`config.mk`:
```
export PLATFORM = sky130hd
export DESIGN_NAME = fifo_ram_ctrl_flat
export DESIGN_NICKNAME = d
export VERILOG_FILES = /design/src/rtl/fifo_ram_ctrl_if.sv /design/src/rtl/fifo_ram_ctrl.sv /design/src/flat_wrapper.sv
export SDC_FILE = /design/constraint.sdc
export NUM_CORES = 1
export LEC_CHECK = 0
export CORE_UTILIZATION = 43
export CTS_BUF_LIST = sky130_fd_sc_hd__clkbuf_4 sky130_fd_sc_hd__clkbuf_8 sky130_fd_sc_hd__clkbuf_16
export CTS_CLUSTER_SIZE = 20
export DETAILED_ROUTE_END_ITERATION = 10
export PLACE_DENSITY_LB_ADDON = 0.12
export RECOVER_POWER = 50
export SYNTH_ARGS = -nofsm -noshare
export SYNTH_HDL_FRONTEND = slang
export SYNTH_SLANG_ARGS = --single-unit
```
`constraint.sdc`:
```
create_clock -name CLK -period 6.95 [get_ports CLK]
set_clock_uncertainty 0.1 [all_clocks]
set_input_delay 0.695 -clock CLK [delete_from_list [all_inputs] [get_ports CLK]]
set_output_delay 0.695 -clock CLK [all_outputs]
set_load 0.02 [all_outputs]
```
`src/rtl/fifo_ram_ctrl_if.sv`:
```
// fifo_ram_ctrl_if: producer/consumer handshake plus the RAM port bundle
// for fifo_ram_ctrl. The slave modport is the controller.
// The master modport is the surrounding environment: the clients and the RAM.
interface fifo_ram_ctrl_if #(
    parameter int unsigned DATA_W = 16,
    parameter int unsigned ADDR_W = 6
);
    // push side
    logic              wr_en;
    logic [DATA_W-1:0] wr_data;
    logic              full;
    // pop side
    logic              rd_en;
    logic [DATA_W-1:0] rd_data;
    logic              rd_valid;
    logic              empty;
    // status
    logic [ADDR_W:0]   count;
    logic              ovf;
    logic              udf;
    // RAM write port
    logic              ram_we;
    logic [ADDR_W-1:0] ram_addr;
    logic [DATA_W-1:0] ram_di;
    // RAM read port (read address registered inside the RAM)
    logic [ADDR_W-1:0] ram_dpra;
    logic [DATA_W-1:0] ram_dpo;

    modport master (
        output wr_en, wr_data, rd_en, ram_dpo,
        input  full, rd_data, rd_valid, empty, count, ovf, udf,
               ram_we, ram_addr, ram_di, ram_dpra
    );

    modport slave (
        input  wr_en, wr_data, rd_en, ram_dpo,
        output full, rd_data, rd_valid, empty, count, ovf, udf,
               ram_we, ram_addr, ram_di, ram_dpra
    );
endinterface

```
`src/rtl/fifo_ram_ctrl.sv`:
```
// fifo_ram_ctrl: synchronous FIFO controller around a 2**ADDR_W x DATA_W
// dual-port RAM whose read address is registered inside the RAM.
// The block holds only the pointers, the occupancy and the flags.
// Optional macro FIFO_ERR_FLAGS_EN builds sticky overflow/underflow flags.
// Without the macro, ovf and udf are tied low.
module fifo_ram_ctrl #(
    parameter int unsigned DATA_W = 16,
    parameter int unsigned ADDR_W = 6
) (
    input  logic              CLK,
    input  logic              RST,
    fifo_ram_ctrl_if.slave    bus
);
    localparam logic [ADDR_W:0]   DEPTH   = {1'b1, {ADDR_W{1'b0}}};
    localparam logic [ADDR_W:0]   CNT_ONE = {{ADDR_W{1'b0}}, 1'b1};
    localparam logic [ADDR_W-1:0] PTR_ONE = {{(ADDR_W-1){1'b0}}, 1'b1};

    logic [ADDR_W-1:0] wr_ptr_q, wr_ptr_d;
    logic [ADDR_W-1:0] rd_ptr_q, rd_ptr_d;
    logic [ADDR_W:0]   count_q, count_d;
    logic              full_q, full_d;
    logic              empty_q, empty_d;
    logic              rd_valid_q, rd_valid_d;
    logic              push_ok;
    logic              pop_ok;

    // Accept decisions use the registered flags from before the edge.
    always_comb begin
        push_ok = bus.wr_en & ~full_q;
        pop_ok  = bus.rd_en & ~empty_q;
    end

    // Next-state for the pointers, the occupancy, the flags and the read strobe.
    always_comb begin
        wr_ptr_d   = wr_ptr_q;
        rd_ptr_d   = rd_ptr_q;
        count_d    = count_q;
        rd_valid_d = pop_ok;
        if (push_ok) begin
            wr_ptr_d = wr_ptr_q + PTR_ONE;
        end
        if (pop_ok) begin
            rd_ptr_d = rd_ptr_q + PTR_ONE;
        end
        unique case ({push_ok, pop_ok})
            2'b10:   count_d = count_q + CNT_ONE;
            2'b01:   count_d = count_q - CNT_ONE;
            default: count_d = count_q;
        endcase
        full_d  = (count_d == DEPTH);
        empty_d = (count_d == '0);
    end

    // State registers; reset flushes the FIFO but leaves the RAM contents alone.
    always_ff @(posedge CLK or posedge RST) begin
        if (RST) begin
            wr_ptr_q   <= '0;
            rd_ptr_q   <= '0;
            count_q    <= '0;
            full_q     <= 1'b0;
            empty_q    <= 1'b1;
            rd_valid_q <= 1'b0;
        end else begin
            wr_ptr_q   <= wr_ptr_d;
            rd_ptr_q   <= rd_ptr_d;
            count_q    <= count_d;
            full_q     <= full_d;
            empty_q    <= empty_d;
            rd_valid_q <= rd_valid_d;
        end
    end

    // The RAM captures ram_dpra on the accepting edge, so ram_dpo holds the popped word one cycle later.
    assign bus.ram_we   = push_ok;
    assign bus.ram_addr = wr_ptr_q;
    assign bus.ram_di   = bus.wr_data;
    assign bus.ram_dpra = rd_ptr_q;
    assign bus.rd_data  = bus.ram_dpo;
    assign bus.rd_valid = rd_valid_q;
    assign bus.full     = full_q;
    assign bus.empty    = empty_q;
    assign bus.count    = count_q;

`ifdef FIFO_ERR_FLAGS_EN
    logic ovf_q, ovf_d;
    logic udf_q, udf_d;

    // A rejected request sets its flag, and the flag stays set until reset.
    always_comb begin
        ovf_d = ovf_q | (bus.wr_en & full_q);
        udf_d = udf_q | (bus.rd_en & empty_q);
    end

    // Sticky error flag registers.
    always_ff @(posedge CLK or posedge RST) begin
        if (RST) begin
            ovf_q <= 1'b0;
            udf_q <= 1'b0;
        end else begin
            ovf_q <= ovf_d;
            udf_q <= udf_d;
        end
    end

    assign bus.ovf = ovf_q;
    assign bus.udf = udf_q;
`else
    assign bus.ovf = 1'b0;
    assign bus.udf = 1'b0;
`endif
endmodule

```
`src/flat_wrapper.sv`:
```
// flat-port wrapper written by rule: the top's interface ports become plain ports
module fifo_ram_ctrl_flat 
#(
    parameter int unsigned DATA_W = 16,
    parameter int unsigned ADDR_W = 6
)
  (CLK, RST, bus_wr_en, bus_wr_data, bus_rd_en, bus_ram_dpo, bus_full, bus_rd_data, bus_rd_valid, bus_empty, bus_count, bus_ovf, bus_udf, bus_ram_we, bus_ram_addr, bus_ram_di, bus_ram_dpra);
  fifo_ram_ctrl_if #(.DATA_W(DATA_W), .ADDR_W(ADDR_W)) bus_i ();
  input  logic CLK;
  input  logic RST;
  input wire logic [$bits(bus_i.wr_en)-1:0] bus_wr_en;
  input wire logic [$bits(bus_i.wr_data)-1:0] bus_wr_data;
  input wire logic [$bits(bus_i.rd_en)-1:0] bus_rd_en;
  input wire logic [$bits(bus_i.ram_dpo)-1:0] bus_ram_dpo;
  output wire logic [$bits(bus_i.full)-1:0] bus_full;
  output wire logic [$bits(bus_i.rd_data)-1:0] bus_rd_data;
  output wire logic [$bits(bus_i.rd_valid)-1:0] bus_rd_valid;
  output wire logic [$bits(bus_i.empty)-1:0] bus_empty;
  output wire logic [$bits(bus_i.count)-1:0] bus_count;
  output wire logic [$bits(bus_i.ovf)-1:0] bus_ovf;
  output wire logic [$bits(bus_i.udf)-1:0] bus_udf;
  output wire logic [$bits(bus_i.ram_we)-1:0] bus_ram_we;
  output wire logic [$bits(bus_i.ram_addr)-1:0] bus_ram_addr;
  output wire logic [$bits(bus_i.ram_di)-1:0] bus_ram_di;
  output wire logic [$bits(bus_i.ram_dpra)-1:0] bus_ram_dpra;
  assign bus_i.wr_en = bus_wr_en;
  assign bus_i.wr_data = bus_wr_data;
  assign bus_i.rd_en = bus_rd_en;
  assign bus_i.ram_dpo = bus_ram_dpo;
  assign bus_full = bus_i.full;
  assign bus_rd_data = bus_i.rd_data;
  assign bus_rd_valid = bus_i.rd_valid;
  assign bus_empty = bus_i.empty;
  assign bus_count = bus_i.count;
  assign bus_ovf = bus_i.ovf;
  assign bus_udf = bus_i.udf;
  assign bus_ram_we = bus_i.ram_we;
  assign bus_ram_addr = bus_i.ram_addr;
  assign bus_ram_di = bus_i.ram_di;
  assign bus_ram_dpra = bus_i.ram_dpra;
  fifo_ram_ctrl #(.DATA_W(DATA_W), .ADDR_W(ADDR_W)) u_core (.CLK(CLK), .RST(RST), .bus(bus_i));
endmodule
```
==> run_results.csv, run 1 <==
group,metric,value,unit
detailed_routing,ant_nets,0,
synthesis,dominantRegCellSynth,"dfrtp_1",
pwr,p_leak,0.0006967,uW
setup_path,crit_slowest_cell,"clkinvlp_2",
floorplanning,num_io_pins,93,
setup_path,crit_path_start_kind,"input port",
sta,rsz0062_at_grt,"no",
clock_network,cts_resized,0,
pwr,finalPower,826.7,uW
grt,grt_antenna_before_repair,0,
sta,final_hold_viol_count,0,
clock_network,cts_root_buf,"clkbuf_8",
detailed_routing,first_iter_violations,53,
final_layout,final_cells,218,
sta,slew_violations,0,
clock_network,clk_pin_slew,0.08,ns
sta,final-setup-viol-count,0,
synthesis,synth_cell_type_count,51,
clock_network,post_cts.repair.setup_buffers,0,
synthesis,yosys.area.top_type,"dfrtp_1",
sta,tightest_slew,0.8298,ns
pwr,swShare,0.4383,
sta,fmax,0.2668,GHz
setup_path,cp.required,7.01,ns
floorplanning,die_area,0.004300,sq mm
detailed_routing,routedWlPerCell,14.42,um
detailed_routing,first_pass_iters,4,
pwr,power.switching,362.3,uW
synthesis,yosys.area.top_type_share,0.3024,
grt,grt_use_total,0.1535,
clock_network,postCtsHoldBufs,0,
detailed_routing,wirelength,3.144,mm
synthesis,ys_seq_area_frac,0.3175,
setup_path,cp_cell_sequence,"dlygate4sd3_1 > nand2b_1 > clkinvlp_2 > nand2_8 > xnor2_1 > ha_1 > a21oi_2 > a21oi_1 > mux2_4 > mux2_4 > o2111ai_2 > a211oi_2 > and2_1",
synthesis,synth_edf_count,0,
final_layout,layout-drive-gt1-share,0.1588,
clock_network,cts_sinks,22,
setup_path,cp-end-kind,"flop",
floorplanning,die_h,65.58,um
setup_path,path_delay_family,"buffers and inverters",
pwr,p_comb_frac,0.539,
final_layout,antenna_cells,0,
synthesis,async_reset_ff_frac,1.000,
placement,placedCellCount,214,
setup_path,cpMostUsedCell,"mux2_4",
pwr,internal-power,464.3,uW
synthesis,netlist_top_cells_area,"dfrtp_1 (30%), buf_4 (15%), xnor2_1 (6.6%)",
synthesis,ys_seq_elements,22,
floorplanning,dieWidth,65.58,um
placement,gp_congestion,0.8301,
grt,grt_max_degree,23,
setup_path,path_class,"input port to flop",
min_path,hold_class,"flop to flop",
synthesis,synth_cells,182,
synthesis,syn_avg_cell_area,9.549,sq um
sta,slew_headroom,0.4462,
sta,setup_tns,0,ns
final_layout,nets,211,
grt,grt_first_pass_wirelength,5.112,mm
detailed_routing,viasPerCell,5.344,
synthesis,yosys_warnings,0,
setup_path,max_stage_delay,0.55,ns
pwr,peakVddDrop,0.1812,mV
floorplanning,rows,22,
sta,min_period,3.749,ns
sta,fin_crit_sh,0.5394,
detailed_routing,num_vias,1165,
final_layout,syn_to_final_growth,1.368,%
grt,grt_overflow,0,
grt,grt_pass1_vias,1079,
setup_path,crit_path_max_fanout,10,
status,outcome,"finished clean",
setup_path,arrival,3.81,ns
placement,place_area,0.001734,sq mm
placement,dp.final_hpwl,2.356,mm
clock_network,clock_latency,0.26,ns
flow_run,maxCapViolations,0,
placement,io_buffer_count,26,
clock_network,htree_num_levels,1,
setup_path,path_buf_inv,2,
floorplanning,start_util,0.4608,
detailed_routing,drcViolationCount,0,
clock_network,cts_buffers,3,
clock_network,cts_tree,"done",
synthesis,synth_area,0.001738,sq mm
clock_network,cts_max_path_buffers,2,
pwr,seq_power_share,0.348,
pwr,p_per_area,469.2,mW/mm^2
final_layout,fin_area,0.001762,sq mm
floorplanning,core-area,0.003771,sq mm
pwr,clock_power_share,0.112,
==> stage by stage <==
stage / hold slack, ns / setup WS, ns / util
after CTS: 0.3788 / 3.954 / 0.4745
after detailed placement: 0.3626 / 3.673 / 0.4599
after global routing: 0.4086 / 3.017 / 0.4672
after global placement: 0.3583 / 3.733 / 0.4599
final: 0.3749 / 3.201 / 0.4672
after floorplan: 0.4777 / 4.346 / -
==> synthesized netlist by cell type, types with 2 or more instances <==
master,n
xnor2_1,13
ha_1,4
o211ai_2,2
o21ai_1,4
a21oi_1,8
nand2_1,17
nor2_1,10
xor2_1,3
mux2_2,2
and2_1,2
a21oi_2,4
nand4_1,4
o31a_1,2
buf_4,34
inv_1,5
dfrtp_1,21
mux2_4,2
a31oi_1,2
nand2b_4,2
buf_6,3
nand3_1,5
buf_2,4
==> flip-flops by register name (all words and copies together) (netlist names) <==
| name | count |
|---|---|
| u_core.bus.count | 7 |
| u_core.bus.empty | 1 |
| u_core.bus.full | 1 |
| u_core.bus.ram_addr | 6 |
| u_core.bus.ram_dpra | 6 |
| u_core.bus.rd_valid | 1 |
==> power groups by stage <==
stage               registers [uW]  clock network [uW]  logic (uW)
floorplan                      313                   0         309
global placement               290                   0         452
detailed placement             290                   0         452
CTS                            288                96.2         454
global route                   300                 104         483
finish                         288                92.8         446
==> cell type report <==
type / instances / area, sq um
Multi-Input combinational cell: 110 / 802.0
Timing Repair Buffer: 26 / 260.3
Tap cell: 48 / 60.06
Inverter: 8 / 32.53
Clock buffer: 4 / 55.05
Sequential cell: 22 / 551.8
Fill cell: 344 / 2009
==> layout by cell type, fill, tap and decap left out, types with 3 or more instances in the layout <==
master | synthesis | final
clkdlybuf4s50_1 | 0 | 23
dfrtp_1 | 21 | 21
nand2_1 | 17 | 17
xnor2_1 | 13 | 13
nor2_1 | 10 | 10
a21oi_1 | 8 | 8
nand3_1 | 5 | 5
inv_1 | 5 | 5
nand4_1 | 4 | 4
o21ai_1 | 4 | 4
a21oi_2 | 4 | 4
ha_1 | 4 | 4
clkbuf_8 | 0 | 4
nand2b_1 | 1 | 3
xor2_1 | 3 | 3
dlygate4sd3_1 | 0 | 3
==> worst paths after layout <==
kind,startpoint,to,slack [ns],cells after the start
worst max register to register,u_core.bus.empty$_DFF_PP1_,u_core.bus.full$_DFF_PP0_,3.60,12
min in group asynchronous,RST,u_core.bus.ram_addr[5]$_DFFE_PP0P_,0.94,2
worst min register to register,u_core.bus.ram_addr[5]$_DFFE_PP0P_,u_core.bus.ram_addr[5]$_DFFE_PP0P_,0.37,1
worst min-delay path,u_core.bus.ram_addr[5]$_DFFE_PP0P_,u_core.bus.ram_addr[5]$_DFFE_PP0P_,0.37,1
max in group asynchronous,RST,u_core.bus.count[0]$_DFF_PP0_,5.30,2
worst max-delay path,bus_rd_en,u_core.bus.full$_DFF_PP0_,3.20,13
==> cells by family after synthesis <==
group | Yosys count | share of synthesized area
AND/OR/NAND/NOR | 52 | 0.1800
buffers and inverters | 51 | 0.2145
AO/OA/AOI/OAI | 30 | 0.1310
flip-flops | 22 | 0.3175
XOR/XNOR | 17 | 0.09000
multiplexers | 5 | 0.03600
adder cells (fa/ha/maj) | 4 | 0.02880
other | 1 | 0.002158
==> routing by layer <==
| layer | track usage | vias up | share of wire |
|---|---|---|---|
| li1 | - | 550 | - |
| met1 | 0.1901 | 557 | 0.44 |
| met2 | 0.2487 | 44 | 0.47 |
| met3 | 0.03819 | 14 | 0.069 |
| met4 | 0.07065 | 0 | 0.017 |
| met5 | 0 | - | 0 |
Power figures use the tool's default switching activity.
==> run 2: changes to the inputs <==
--- a/config.mk
+++ b/config.mk
@@ -5,7 +5,7 @@
 export SDC_FILE = /design/constraint.sdc
 export NUM_CORES = 1
 export LEC_CHECK = 0
-export CORE_UTILIZATION = 43
+export CORE_UTILIZATION = 36
 export CTS_BUF_LIST = sky130_fd_sc_hd__clkbuf_4 sky130_fd_sc_hd__clkbuf_8 sky130_fd_sc_hd__clkbuf_16
 export CTS_CLUSTER_SIZE = 20
 export DETAILED_ROUTE_END_ITERATION = 10
==> constraint.sdc (replaced) <==
create_clock -name CLK -period 3.1 [get_ports CLK]
set_clock_uncertainty 0.1 [all_clocks]
set_input_delay 0.31 -clock CLK [delete_from_list [all_inputs] [get_ports CLK]]
set_output_delay 0.31 -clock CLK [all_outputs]
set_load 0.02 [all_outputs]
==> run 2 against run 1 <==
Routed wire length rose by 6.5%. First-iteration DRC count shrank 42%. Flip-flop and latch count stayed put. Clock power rose by 110%. Core utilization is 6.7 points lower. Clock-buffer cell count unchanged.
==> run_results.csv, run 2 (synthesized netlist as in run 1, its figures left out) <==
group,metric,value,unit
status,outcome,"finished clean",
setup_path,cp-end-kind,"flop",
setup_path,crit_path_max_fanout,10,
setup_path,cp_cell_sequence,"dlygate4sd3_1 > nand2b_4 > inv_12 > nand2_8 > xnor2_1 > ha_1 > a21oi_2 > a21oi_1 > mux2_4 > mux2_4 > o2111ai_2 > a211oi_2 > and2_1",
final_layout,layout_common_cells,"clkdlybuf4s50_1 (23), dfrtp_1 (21), nand2_1 (17)",
detailed_routing,drcViolationCount,0,
sta,min_period,2.668,ns
setup_path,cp.required,3.16,ns
min_path,hold_depth,1,
clock_network,cts_resized,0,
setup_path,crit_slowest_cell,"dlygate4sd3_1",
placement,dp.final_hpwl,2.442,mm
sta,slew_headroom,0.4244,
setup_path,r2r_cells,12,
setup_path,max_stage_delay,0.57,ns
floorplanning,die_area,0.005109,sq mm
clock_network,postCtsHoldBufs,0,
final_layout,final_common_cell,"clkdlybuf4s50_1",
clock_network,cts_sinks,22,
floorplanning,die_h,71.48,um
detailed_routing,ant_nets,0,
detailed_routing,viasPerCell,5.326,
setup_path,cpMostUsedCell,"mux2_4",
final_layout,fillers,467,
detailed_routing,first_pass_iters,4,
clock_network,htree_num_levels,1,
sta,setup_tns,0,ns
clock_network,clock_latency,0.26,ns
floorplanning,num_io_pins,93,
floorplanning,start_util,0.3858,
final_layout,antenna_cells,0,
clock_network,cts_tree,"done",
sta,final_hold_viol_count,0,
final_layout,fin_area,0.001802,sq mm
sta,final-setup-viol-count,0,
flow_run,maxCapViolations,0,
setup_path,path_class,"input port to flop",
setup_path,arrival,2.73,ns
final_layout,layout-drive-gt1-share,0.1744,
floorplanning,dieWidth,71.48,um
clock_network,post_cts.repair.setup_buffers,0,
clock_network,cts_max_path_buffers,2,
sta,tightest_slew,0.8625,ns
setup_path,crit_path_start_kind,"input port",
final_layout,multi_input_area,817.0,sq um
clock_network,cts_root_buf,"clkbuf_8",
min_path,hold_class,"flop to flop",
grt,grt_first_pass_wirelength,5.623,mm
placement,gp_congestion,0.8159,
detailed_routing,wirelength,3.348,mm
floorplanning,core-area,0.004504,sq mm
sta,fin_crit_sh,0.8606,
grt,grt_overflow,0,
final_layout,syn_to_final_growth,3.672,%
setup_path,path_buf_inv,2,
clock_network,clk_pin_slew,0.08,ns
pwr,finalPower,1849,uW
sta,rsz0062_at_grt,"no",
placement,io_buffer_count,26,
final_layout,largest_register_ff_count,7,
setup_path,path_delay_family,"buffers and inverters",
grt,grt_antenna_before_repair,0,
detailed_routing,first_iter_violations,31,
grt,grt_pass1_vias,1208,
final_layout,area.sequential,551.8,sq um
sta,whs,0.3648,ns
sta,slew_violations,0,
pwr,p_per_area,1026,mW/mm^2
placement,place_area,0.001754,sq mm
sta,fmax,0.3748,GHz
clock_network,cts_buffers,3,
pwr,p_leak,0.0007140,uW
pwr,peakVddDrop,0.3954,mV
detailed_routing,routedWlPerCell,14.95,um
grt,grt_max_degree,23,
floorplanning,rows,24,
final_layout,nets,213,
detailed_routing,num_vias,1193,
setup_path,path_depth,13,
grt,grt_use_total,0.1366,
[run 2: metal layers]
metal  vias up  part of all wire  routed length, um  track usage
met3        36             0.085                283      0.02672
li1        555                 -                  -            -
met1       554              0.43               1452       0.1687
met2        48              0.42               1417       0.2127
met5         -                 0                  0            0
met4         0             0.058                193       0.1002
[run 2: stage by stage]
| step | util | setup WS (ns) | instances |
|---|---|---|---|
| after global placement | 0.3894 | 0.2666 | 220 |
| after detailed placement | 0.3894 | 0.2182 | 220 |
| after floorplan | - | 0.5840 | 183 |
| after global routing | 0.4000 | 0.2852 | 224 |
| after CTS | 0.4003 | 0.4955 | 224 |
| final | 0.4000 | 0.4321 | 224 |
[run 2: worst reg2reg max path: stages, from the launching register on]
cell and delay, ns:
dfstp_1 0.53, nand2b_4 0.24, inv_12 0.07, nand2_8 0.08, xnor2_1 0.07, ha_1 0.26, a21oi_2 0.21, a21oi_1 0.06
mux2_4 0.26, mux2_4 0.26, o2111ai_2 0.07, a211oi_2 0.11, and2_1 0.16
[run 2: layout make-up]
cell class / count / area share
inverters: 8 / 0.02431
repair buffers: 28 / 0.1528
flip-flops and latches: 22 / 0.3062
clock buffers: 4 / 0.02708
well taps: 52 / 0.03611
multi-input cells: 110 / 0.4535
[run 2: worst paths after layout]
kind                                                         start                                  to  slack (ns)
worst min register to register  u_core.bus.ram_dpra[5]$_DFFE_PP0P_  u_core.bus.ram_dpra[5]$_DFFE_PP0P_        0.36
worst max-delay path                                     bus_rd_en           u_core.bus.full$_DFF_PP0_        0.43
min in group asynchronous                                      RST  u_core.bus.ram_addr[2]$_DFFE_PP0P_        0.57
worst min-delay path            u_core.bus.ram_dpra[5]$_DFFE_PP0P_  u_core.bus.ram_dpra[5]$_DFFE_PP0P_        0.36
max in group asynchronous                                      RST  u_core.bus.ram_dpra[4]$_DFFE_PP0P_        1.81
worst max register to register          u_core.bus.empty$_DFF_PP1_           u_core.bus.full$_DFF_PP0_        0.53
[run 2: report_power, final]
part / total (uW) / internal, uW / switching (uW)
Clock: 194 / 100 / 93.2
Sequential: 645 / 418 / 227
Combinational: 1010 / 517 / 492
Total: 1850 / 1040 / 813
